==> src/rtl/clock_time_setter.sv <==
// Time-entry front end for the run counter: debounces the mode/inc buttons and
// walks hour/minute/second edit fields, ending in a one-cycle set_en load pulse.

module clock_time_setter_debounce #(
  parameter int DEBOUNCE_CYCLES = 1000000,
  parameter int CNT_W           = 20
) (
  input  logic clk,
  input  logic rst_n,
  input  logic key,
  output logic press
);

  localparam logic [CNT_W-1:0] CNT_LAST = CNT_W'(DEBOUNCE_CYCLES - 1);

  logic             sync1;
  logic             sync2;
  logic             stable;
  logic [CNT_W-1:0] cnt;

  // press is raised on the same edge the stable level rises, so it lines up
  // with the accepted level rather than lagging it by a further cycle
  always_ff @(posedge clk or negedge rst_n) begin
    if (!rst_n) begin
      sync1  <= 1'b0;
      sync2  <= 1'b0;
      stable <= 1'b0;
      cnt    <= '0;
      press  <= 1'b0;
    end else begin
      sync1 <= key;
      sync2 <= sync1;
      press <= 1'b0;
      if (sync2 == stable) begin
        cnt <= '0;
      end else if (cnt == CNT_LAST) begin
        stable <= sync2;
        cnt    <= '0;
        press  <= sync2;
      end else begin
        cnt <= cnt + 1'b1;
      end
    end
  end

endmodule

module clock_time_setter #(
  parameter int DEBOUNCE_CYCLES = 1000000,
  parameter int CNT_W           = 20
) (
  input  logic       clk,
  input  logic       rst_n,
  input  logic       key_mode,
  input  logic       key_inc,
  input  logic [5:0] cur_hour,
  input  logic [5:0] cur_minute,
  input  logic [5:0] cur_second,
  output logic [5:0] hour_set,
  output logic [5:0] minute_set,
  output logic [5:0] second_set,
  output logic       set_en,
  output logic [1:0] edit_field
);

  localparam logic [5:0] HOUR_MAX = 6'd23;
  localparam logic [5:0] MS_MAX   = 6'd59;

  typedef enum logic [2:0] {
    IDLE   = 3'd0,
    EDIT_H = 3'd1,
    EDIT_M = 3'd2,
    EDIT_S = 3'd3,
    LOAD   = 3'd4
  } state_t;

  state_t     state;
  state_t     state_next;
  logic [5:0] hour_next;
  logic [5:0] minute_next;
  logic [5:0] second_next;
  logic [1:0] field_next;
  logic       mode_press;
  logic       inc_press;

  clock_time_setter_debounce #(
    .DEBOUNCE_CYCLES(DEBOUNCE_CYCLES),
    .CNT_W          (CNT_W)
  ) u_db_mode (
    .clk  (clk),
    .rst_n(rst_n),
    .key  (key_mode),
    .press(mode_press)
  );

  clock_time_setter_debounce #(
    .DEBOUNCE_CYCLES(DEBOUNCE_CYCLES),
    .CNT_W          (CNT_W)
  ) u_db_inc (
    .clk  (clk),
    .rst_n(rst_n),
    .key  (key_inc),
    .press(inc_press)
  );

  always_ff @(posedge clk or negedge rst_n) begin
    if (!rst_n) begin
      state      <= IDLE;
      hour_set   <= '0;
      minute_set <= '0;
      second_set <= '0;
      set_en     <= 1'b0;
      edit_field <= 2'd0;
    end else begin
      state      <= state_next;
      hour_set   <= hour_next;
      minute_set <= minute_next;
      second_set <= second_next;
      set_en     <= (state_next == LOAD);
      edit_field <= field_next;
    end
  end

  // mode is checked before inc in every edit state, so a simultaneous press
  // advances the field and the increment is dropped
  always_comb begin
    state_next  = state;
    hour_next   = hour_set;
    minute_next = minute_set;
    second_next = second_set;
    case (state)
      IDLE: begin
        if (mode_press) begin
          state_next  = EDIT_H;
          hour_next   = (cur_hour   > HOUR_MAX) ? 6'd0 : cur_hour;
          minute_next = (cur_minute > MS_MAX)   ? 6'd0 : cur_minute;
          second_next = (cur_second > MS_MAX)   ? 6'd0 : cur_second;
        end
      end
      EDIT_H: begin
        if (mode_press) begin
          state_next = EDIT_M;
        end else if (inc_press) begin
          hour_next = (hour_set >= HOUR_MAX) ? 6'd0 : hour_set + 6'd1;
        end
      end
      EDIT_M: begin
        if (mode_press) begin
          state_next = EDIT_S;
        end else if (inc_press) begin
          minute_next = (minute_set >= MS_MAX) ? 6'd0 : minute_set + 6'd1;
        end
      end
      EDIT_S: begin
        if (mode_press) begin
          state_next = LOAD;
        end else if (inc_press) begin
          second_next = (second_set >= MS_MAX) ? 6'd0 : second_set + 6'd1;
        end
      end
      LOAD: begin
        state_next = IDLE;
      end
      default: begin
        state_next = IDLE;
      end
    endcase
  end

  always_comb begin
    field_next = 2'd0;
    case (state_next)
      EDIT_H:  field_next = 2'd1;
      EDIT_M:  field_next = 2'd2;
      EDIT_S:  field_next = 2'd3;
      default: field_next = 2'd0;
    endcase
  end

endmodule

==> config.mk <==
export PLATFORM = sky130hd
export DESIGN_NAME = clock_time_setter
export DESIGN_NICKNAME = d
export VERILOG_FILES = /design/src/rtl/clock_time_setter.sv
export SDC_FILE = /design/constraint.sdc
export NUM_CORES = 1
export LEC_CHECK = 0
export CAP_MARGIN = 20
export CORE_MARGIN = 2
export CORE_UTILIZATION = 60
export DETAILED_ROUTE_END_ITERATION = 16
export GPL_TIMING_DRIVEN = 0
export MAX_ROUTING_LAYER = met4
export PLACE_DENSITY = 0.95
export SYNTH_ARGS = -nofsm -noshare
export SYNTH_HDL_FRONTEND = slang
export SYNTH_HIERARCHICAL = 1
export SYNTH_SLANG_ARGS = --single-unit
==> constraint.sdc <==
create_clock -name clk -period 5.9 [get_ports clk]
set_clock_uncertainty 0.2 [all_clocks]
set_input_delay 0.885 -clock clk [delete_from_list [all_inputs] [get_ports clk]]
set_output_delay 0.885 -clock clk [all_outputs]
set_load 0.02 [all_outputs]
==> After elaboration in Yosys (flattened, before gate mapping) <==
Index checks and enable logic that the tools add are counted.
{ "word_totals": {"regBits": 72, "input_bits": 22, "output_inout_bits": 21, "wordCells": 88} }
{ "classes": {"add_sub_neg": 5, "n_lt_le_gt_ge": 6, "n_eq_ne": 18, "muxes": 32, "n_bitwise": 2, "n_reduce_logical": 9} }
{ "op_table": {"columns": ["operator", "n"], "rows": [
  ["$mux 6", 15],
  ["$mux 20", 4],
  ["$add 20x1->20 const B", 2],
  ["$eq 20x20->1 const B", 2],
  ["$pmux 6 s2", 3],
  ["$add 6x1->6 const B", 3],
  ["$eq 3x2->1 const B", 4],
  ["$ge 6x6->1 const B", 2],
  ["$gt 6x6->1 const B", 2],
  ["$mux 3", 4],
  ["$pmux 3 s4", 1],
  ["$reduce_and 4->1", 3],
  ["$ne 2x1->1 const B", 4],
  ["$eq 3x1->1 const B", 2],
  ["$ge 6x5->1 const B", 1],
  ["$gt 6x5->1 const B", 1],
  ["$ne 2x2->1 const B", 3],
  ["$pmux 2 s3", 1],
  ["$reduce_bool 2->1", 3],
  ["$mux 1", 4],
  ["$reduce_and 2->1", 2],
  ["$eq 3x3->1 const B", 1],
  ["$logic_not 3->1", 1],
  ["$eq 1x1->1", 2],
  ["$not 1->1", 2]
]} }

==> Depth between registers and ports, before layout <==
Gate-level depths: netlist of run 1.
{ "depth": {"ltp_word": 5, "ltp_mapped": 6, "mapped_depth_nobuf": 5} }

==> Modules after synthesis <==
Netlist of run 1, hierarchy kept.
{ "by_module_without_submodules": {"columns": ["module", "n_inst", "cells_each", "area_per_inst_um2", "seq_area_each_um2"], "rows": [
  ["clock_time_setter_debounce", 2, 116, 1136.1, 600.6],
  ["clock_time_setter", 1, 163, 1502.7, 600.6]
]} }

==> Worst setup path before layout of run 1 <==
No wires, ideal clock.
{ "synth_path": {"path_type": "register -> register", "start": "reg u_db_inc.cnt[0]", "end": "reg u_db_inc.cnt[18]", "arrival_time_ns": 1.897, "setup_slack_ns": 3.725, "stages_incl_launch_ff": 7, "path_cell_list": "dfrtp_1 > ha_1 > nand2_1 > or4_1 > buf_2 > or4_1 > a21oi_1"} }
{ "synth_between": {"elab_chain_len": 3} }
{ "synth_lines": {"columns": ["element", "line", "rtl"], "rows": [
  ["from (decl)", "19", "logic [CNT_W-1:0] cnt;"],
  ["from (signal assigned)", "41", "cnt <= cnt + 1'b1;"],
  ["$add 20x1->20 / $eq 20x20->1 (equally long branches)", "41, 36", null],
  ["$mux 20 *", "36", "end else if (cnt == CNT_LAST) begin"],
  ["$mux 20 *", "34", "if (sync2 == stable) begin"]
]} }
Every way passes the cells marked *; elsewhere a longest branch is shown, timed or not.
A chain may end at the register's enable or synchronous reset.

==> Worst setup path in the final report of run 1 <==
{ "layout_path": {"start": "reg hour_set[4]", "end": "out hour_set[4]"} }
{ "layout_lines": {"columns": ["element", "line", "rtl"], "rows": [
  ["from (decl)", "59", "output logic [5:0] hour_set,"],
  ["from (signal assigned)", "116", "hour_set <= hour_next;"]
]} }
No word-level cell between the ends.

==> out/metrics.cfg, run 1 <==
[timing]
drv_slew=0
fin_crit_sh=0.448
rsz0062_at_grt=false
relSlewSlack=0.407
layout_min_cycle_time_ns=2.64
hold_viol=0
max_freq_mhz=378
tightestPinTransition_ns=0.890
setup_viol=0
fin_setup_tns_ns=0

[cts]
cts.repair.resized=0
clk_latency_ns=0.34
clock-sinks=72
clockRootBuffer=clkbuf_8
h-tree-depth=3
clockBufferDepth=2
cts_buffers=9
ctsHoldBuffers=0
cts_setup_buffers=0
cts_tree=done
clk_pin_slew_ns=0.08

[logic_synthesis]
syn-instance-count=395
synth_ff_type=dfrtp_1
ys_ff_latch=72
synth_warnings=6
yosys.area_share.xor_xnor=0.0557
synth_edf_count=0
synth_area_um2=3770
avgSynthCellArea_um2=9.56
synth_compound_area_frac=0.154
synth.area.mux_share=0.00597
synthDistinctLibCells=54
syn-num-nets=422
synthAdderAreaFrac=0.0166
ys_seq_area_frac=0.477
async_flop_share=1.00
synth_top_family_by_area=simple AND/OR/NAND/NOR gates
synth-simple-area-share=0.253

[setup_path]
r2r-start=u_db_inc/cnt[0]
cp_max_fo=9
reg2reg_depth=6
worstSetupStartpointType=flop
r2r_slack_ns=3.53
path_delay_family=buffers and inverters
endpoint_kind=output pin
critPathMaxStageDelay_ns=0.69
worstSetupPathType=flop to output pin
worst-path-buf-inv=1
worst_path_max_delay_cell=clkdlybuf4s50_1
cp_data_required_time_ns=4.82
arrival_ns=1.56
rr_endpoint=u_db_inc/cnt[16]
path_cells=clkdlybuf4s50_1

[die]
die_x_um=83.3
core_um2=5990
row_count=28
dieArea_um2=6940
start_util=0.630
die_h_um=83.3
ioPinCount=43

[cells_and_area]
layout_commonest_cell=dfrtp_1
diodes=0
most-common-layout-cells=72 x dfrtp_1, 41 x nor2_1, 41 x clkdlybuf4s50_1
fin_nets=475
drive_above_1_share=0.106
area_growth_syn_to_layout_pct=19.4

[grt]
grt_overflow_total=0
grt.total_usage=0.255
grt_pass1_vias=3262
antenna_found_initial=0
grt_pass1_wl_um=14200
grt_max_degree=73

[placement]
gp_congestion=0.888
dpl.hpwl_um=5670
port_buffers=42

[power]
p_leak_nw=1.81
p_per_area_nw_per_um2=217
p_total_mw=0.980
ir_drop_uv=142

[detailed_routing]
drt_pre_antenna_iters=5
drt_iter0_markers=245
viasPerCell=6.10
drt-total-wl_um=8100
vias=3221
drcViolationCount=0
wl_per_cell_um=15.3
antenna_left=0

[hold_path]
holdPathStages=0
hp-start=u_db_inc/sync1
hold_path.class=flop to flop
min_to=u_db_inc/sync2

[flow_run]
drv_cap=0

[outcome]
status=completed

==> kinds of logic (layout without fill, tap and decap cells) <==
logic type / after synthesis / after routing
AND/OR/NAND/NOR: 173 / 173
AO/OA/AOI/OAI: 88 / 88
flip-flops: 72 / 72
buffers and inverters: 31 / 89
XOR/XNOR: 24 / 24
adder cells (fa/ha/maj): 5 / 5
multiplexers: 2 / 2
==> where the power goes <==
group / internal [mW] / switching, mW
logic: 0.0201 / 0.0260
registers: 0.498 / 0.00502
clock network: 0.247 / 0.183
==> registers in the layout, indices dropped and copies added (netlist names), 2 cells and up <==
name,cells
edit_field,2
state,3
second_set,6
u_db_mode/cnt,20
minute_set,6
u_db_inc/cnt,20
hour_set,6
==> worst max-delay path by stage <==
stage                          from                to  slack (ns)  depth (start not counted)
floorplan           u_db_inc/cnt[0]  u_db_inc/cnt[18]        3.72                          6
global placement              rst_n  u_db_mode/cnt[0]        1.36                          1
detailed placement    cur_second[5]     second_set[5]        3.35                          4
CTS                     hour_set[4]       hour_set[4]        3.25                          1
global route            hour_set[4]       hour_set[4]        3.21                          1
finish                  hour_set[4]       hour_set[4]        3.26                          1
==> synth_stat cells, types with 4 or more instances <==
| cell | number | area share |
|---|---|---|
| a22o_1 | 6 | 0.014 |
| nor3_1 | 5 | 0.0066 |
| xor2_1 | 11 | 0.026 |
| a21oi_1 | 20 | 0.027 |
| and2_1 | 7 | 0.012 |
| dfrtp_1 | 72 | 0.48 |
| or3_2 | 6 | 0.012 |
| xnor2_1 | 13 | 0.030 |
| o21ai_0 | 31 | 0.041 |
| or4_1 | 10 | 0.020 |
| inv_1 | 13 | 0.013 |
| a31oi_1 | 4 | 0.0066 |
| nand4_1 | 7 | 0.012 |
| nand2b_1 | 4 | 0.0066 |
| and3_1 | 7 | 0.012 |
| and3b_1 | 4 | 0.0093 |
| clkbuf_1 | 9 | 0.0089 |
| buf_2 | 7 | 0.0093 |
| nor2_1 | 41 | 0.041 |
| ha_1 | 5 | 0.017 |
| o31ai_1 | 6 | 0.012 |
| nand2_1 | 22 | 0.022 |
| nand3_1 | 33 | 0.044 |
| or3_1 | 4 | 0.0066 |
| nor4_1 | 4 | 0.0066 |
==> per-stage QoR <==
step	area [um^2]	instances	utilization	setup slack (ns)	hold WS (ns)
after floorplan	3770	395	-	3.72	0.131
after global placement	4290	512	0.716	1.36	0.135
after detailed placement	4290	512	0.716	3.35	0.135
after CTS	4510	528	0.752	3.25	0.152
after global routing	4510	528	0.752	3.21	0.168
final	4510	528	0.752	3.26	0.152
==> cell type report <==
class,instances,area [um^2]
sequential,72,1800
tap,75,93.8
buffer,18,91.3
timing repair buffer,42,418
multi-input combinational,292,1830
inverter,13,48.8
fill,376,1480
clock buffer,10,138
clock inverter,6,82.6
==> metal layers <==
layer / track usage / vias to the layer above / share of wire
met5: - / - / 0
met4: 0.0954 / 0 / 0.018
met3: 0.0557 / 14 / 0.049
met2: 0.453 / 108 / 0.52
met1: 0.281 / 1557 / 0.41
li1: - / 1542 / -
No activity file was read; power rests on OpenSTA's default activity.
==> run 2, diff against run 1 <==
- CORE_UTILIZATION: 60 -> 51
- PLACE_DENSITY: 0.95 -> 0.87
- clock period: 5.9 -> 2.2 ns (I/O delays scaled with it)
==> run 2 against run 1 <==
First-iteration DRC count fell by 22%. Design area is 4.5% higher. Die area is 17% higher. Global-route usage is 3.9 points lower. Utilization decreased by 10 points. Critical path depth increased by 4. Critical endpoint is now u_db_inc/cnt[18].
==> out/metrics.cfg, run 2 (synthesis gave the netlist of run 1 again) <==
[timing]
rsz0062_at_grt=true
tightestPinTransition_ns=0.887  ; -0.00261 ns
layout_min_cycle_time_ns=2.11
setup_viol=0  ; unchanged
hold_slack_ns=0.149  ; -0.00229 ns
fin_setup_tns_ns=0  ; unchanged
fin_crit_sh=0.960
relSlewSlack=0.408  ; +0.00174
hold_viol=0  ; unchanged
max_freq_mhz=473
drv_slew=0  ; unchanged

[setup_path]
cp_common_cell=or4_4
path_delay_family=simple AND/OR/NAND/NOR gates
arrival_ns=2.19  ; +0.63 ns
worstSetupStartpointType=flop
critPathMaxStageDelay_ns=0.57  ; -0.12 ns
reg2reg_depth=5  ; -1
worst_path_max_delay_cell=or4_4
path_cells=ha_4 -> nand2_2 -> or4_4 -> or4_4 -> a21oi_2
cp_max_fo=8  ; -1
worstSetupPathType=flop to flop
cp_data_required_time_ns=2.28  ; -2.54 ns
cp.depth=5  ; +4
endpoint_kind=flop
worst-path-buf-inv=0  ; -1

[power]
p_total_mw=2.71  ; +180%
p_leak_nw=1.88  ; +4.2%
power_frac_clock=0.446  ; +0.006
p_seq_frac=0.498  ; -0.015
pwr-share-comb=0.056  ; +0.009
p_per_area_nw_per_um2=575  ; +160%
p_sw_frac=0.209  ; -0.00998
p_switching_mw=0.565  ; +160%
p_int_mw=2.14  ; +180%
ir_drop_uv=538  ; +280%

[detailed_routing]
viasPerCell=5.67  ; -7.1%
vias=3186  ; -1.1%
drt-total-wl_um=8290  ; +2.3%
wl_per_cell_um=14.8  ; -3.9%
antenna_left=0  ; unchanged
drcViolationCount=0  ; unchanged
drt_iter0_markers=190  ; -22%
drt_pre_antenna_iters=5  ; unchanged

[die]
start_util=0.523  ; -0.107
die_h_um=90.0  ; +8.1%
ioPinCount=43  ; unchanged
core_um2=7210  ; +20%
row_count=31  ; +11%
die_x_um=90.0  ; +8.1%
dieArea_um2=8110  ; +17%

[outcome]
status=completed

[cts]
clockBufferDepth=2  ; unchanged
clk_latency_ns=0.36  ; +0.02 ns
clockRootBuffer=clkbuf_8
clock-sinks=72  ; unchanged
clk_pin_slew_ns=0.07  ; about the same
cts_buffers=9  ; unchanged
cts_tree=done
h-tree-depth=3  ; unchanged

[cells_and_area]
fin_nets=485  ; +2.1%
fillers=567  ; +51%
area_growth_syn_to_layout_pct=24.7
most-common-layout-cells=68 x dfrtp_1, 41 x nor2_1, 41 x clkdlybuf4s50_1
reg_top3=u_db_inc/cnt (20), u_db_mode/cnt (20)
drive_above_1_share=0.158  ; +0.0517
postLayoutCellArea_um2=4710  ; +4.5%
layout_commonest_cell=dfrtp_1
instances_no_fill=562  ; +6.4%
diodes=0  ; unchanged

[grt]
grt_max_degree=73  ; unchanged
antenna_found_initial=0  ; unchanged
grt.total_usage=0.216  ; -0.0395
grt_pass1_vias=3076  ; -5.7%
grt_overflow_total=0  ; unchanged
grt_pass1_wl_um=13900  ; -1.7%

[flow_run]
drv_cap=0  ; unchanged

[placement]
postPlaceCellArea_um2=4320  ; +0.70%
gp_congestion=0.898  ; +1.2%
dpl.hpwl_um=5530  ; -2.4%
dpl.cell_count=536  ; +4.7%
port_buffers=42  ; unchanged

[hold_path]
holdPathStages=0  ; unchanged
hold_path.class=flop to flop

==> run 2: metrics by stage <==
step	utilization	setup slack (ns)
6_report	0.653	0.0878
5_1_grt	0.653	-0.00196
4_1_cts	0.643	0.00215
3_5_place_dp	0.598	-0.152
3_3_place_gp	0.599	-1.77
2_1_floorplan	-	0.0247
==> run 2: per-layer routing <==
metal	wire, um	part of all wire	global-route usage
met1	3520	0.42	0.252
met2	4340	0.52	0.358
met3	297	0.036	0.0637
met4	136	0.016	0.0744
met5	0	0	-
==> run 2: worst reg2reg max path, cell delays in order, from the launching register on <==
cell	delay [ns]
dfrtp_1	0.40
ha_4	0.15
nand2_2	0.06
or4_4	0.57
or4_4	0.51
a21oi_2	0.14
==> run 2: final timing paths <==
kind                                       from          endpoint  slack, ns
worst min-delay path             u_db_inc/sync1    u_db_inc/sync2       0.15
worst max register to register  u_db_inc/cnt[0]  u_db_inc/cnt[18]       0.09
max in group asynchronous                 rst_n  u_db_mode/cnt[6]       0.72
worst max-delay path            u_db_inc/cnt[0]  u_db_inc/cnt[18]       0.09
min in group asynchronous                 rst_n     minute_set[2]       0.44
worst min register to register   u_db_inc/sync1    u_db_inc/sync2       0.15
==> run 2: power by group through the flow <==
stage	Combinational, mW	Clock (mW)	Sequential, mW
after floorplan	0.0445	0	1.37
after global routing	0.169	1.29	1.35
after global placement	0.122	0	1.37
after CTS	0.149	1.23	1.35
final	0.152	1.21	1.35
after detailed placement	0.126	0	1.37
==> run 2: layout make-up <==
class | instances | area [um^2] | area share
Buffer | 14 | 73.8 | 0.0157
Sequential cell | 72 | 1810 | 0.384
Tap cell | 99 | 124 | 0.0263
Clock buffer | 14 | 173 | 0.0367
Inverter | 13 | 48.8 | 0.0104
Timing Repair Buffer | 56 | 526 | 0.112
Clock inverter | 2 | 60.1 | 0.0128
Multi-Input combinational cell | 292 | 1900 | 0.403
==> run 2: timing repair <==
action,CTS,global route
hold buffers,1,0
hold endpoints to repair,72,0
gates resized for setup,9,12
setup buffers,6,7
pin swaps,4,3
setup endpoints to repair,10,15
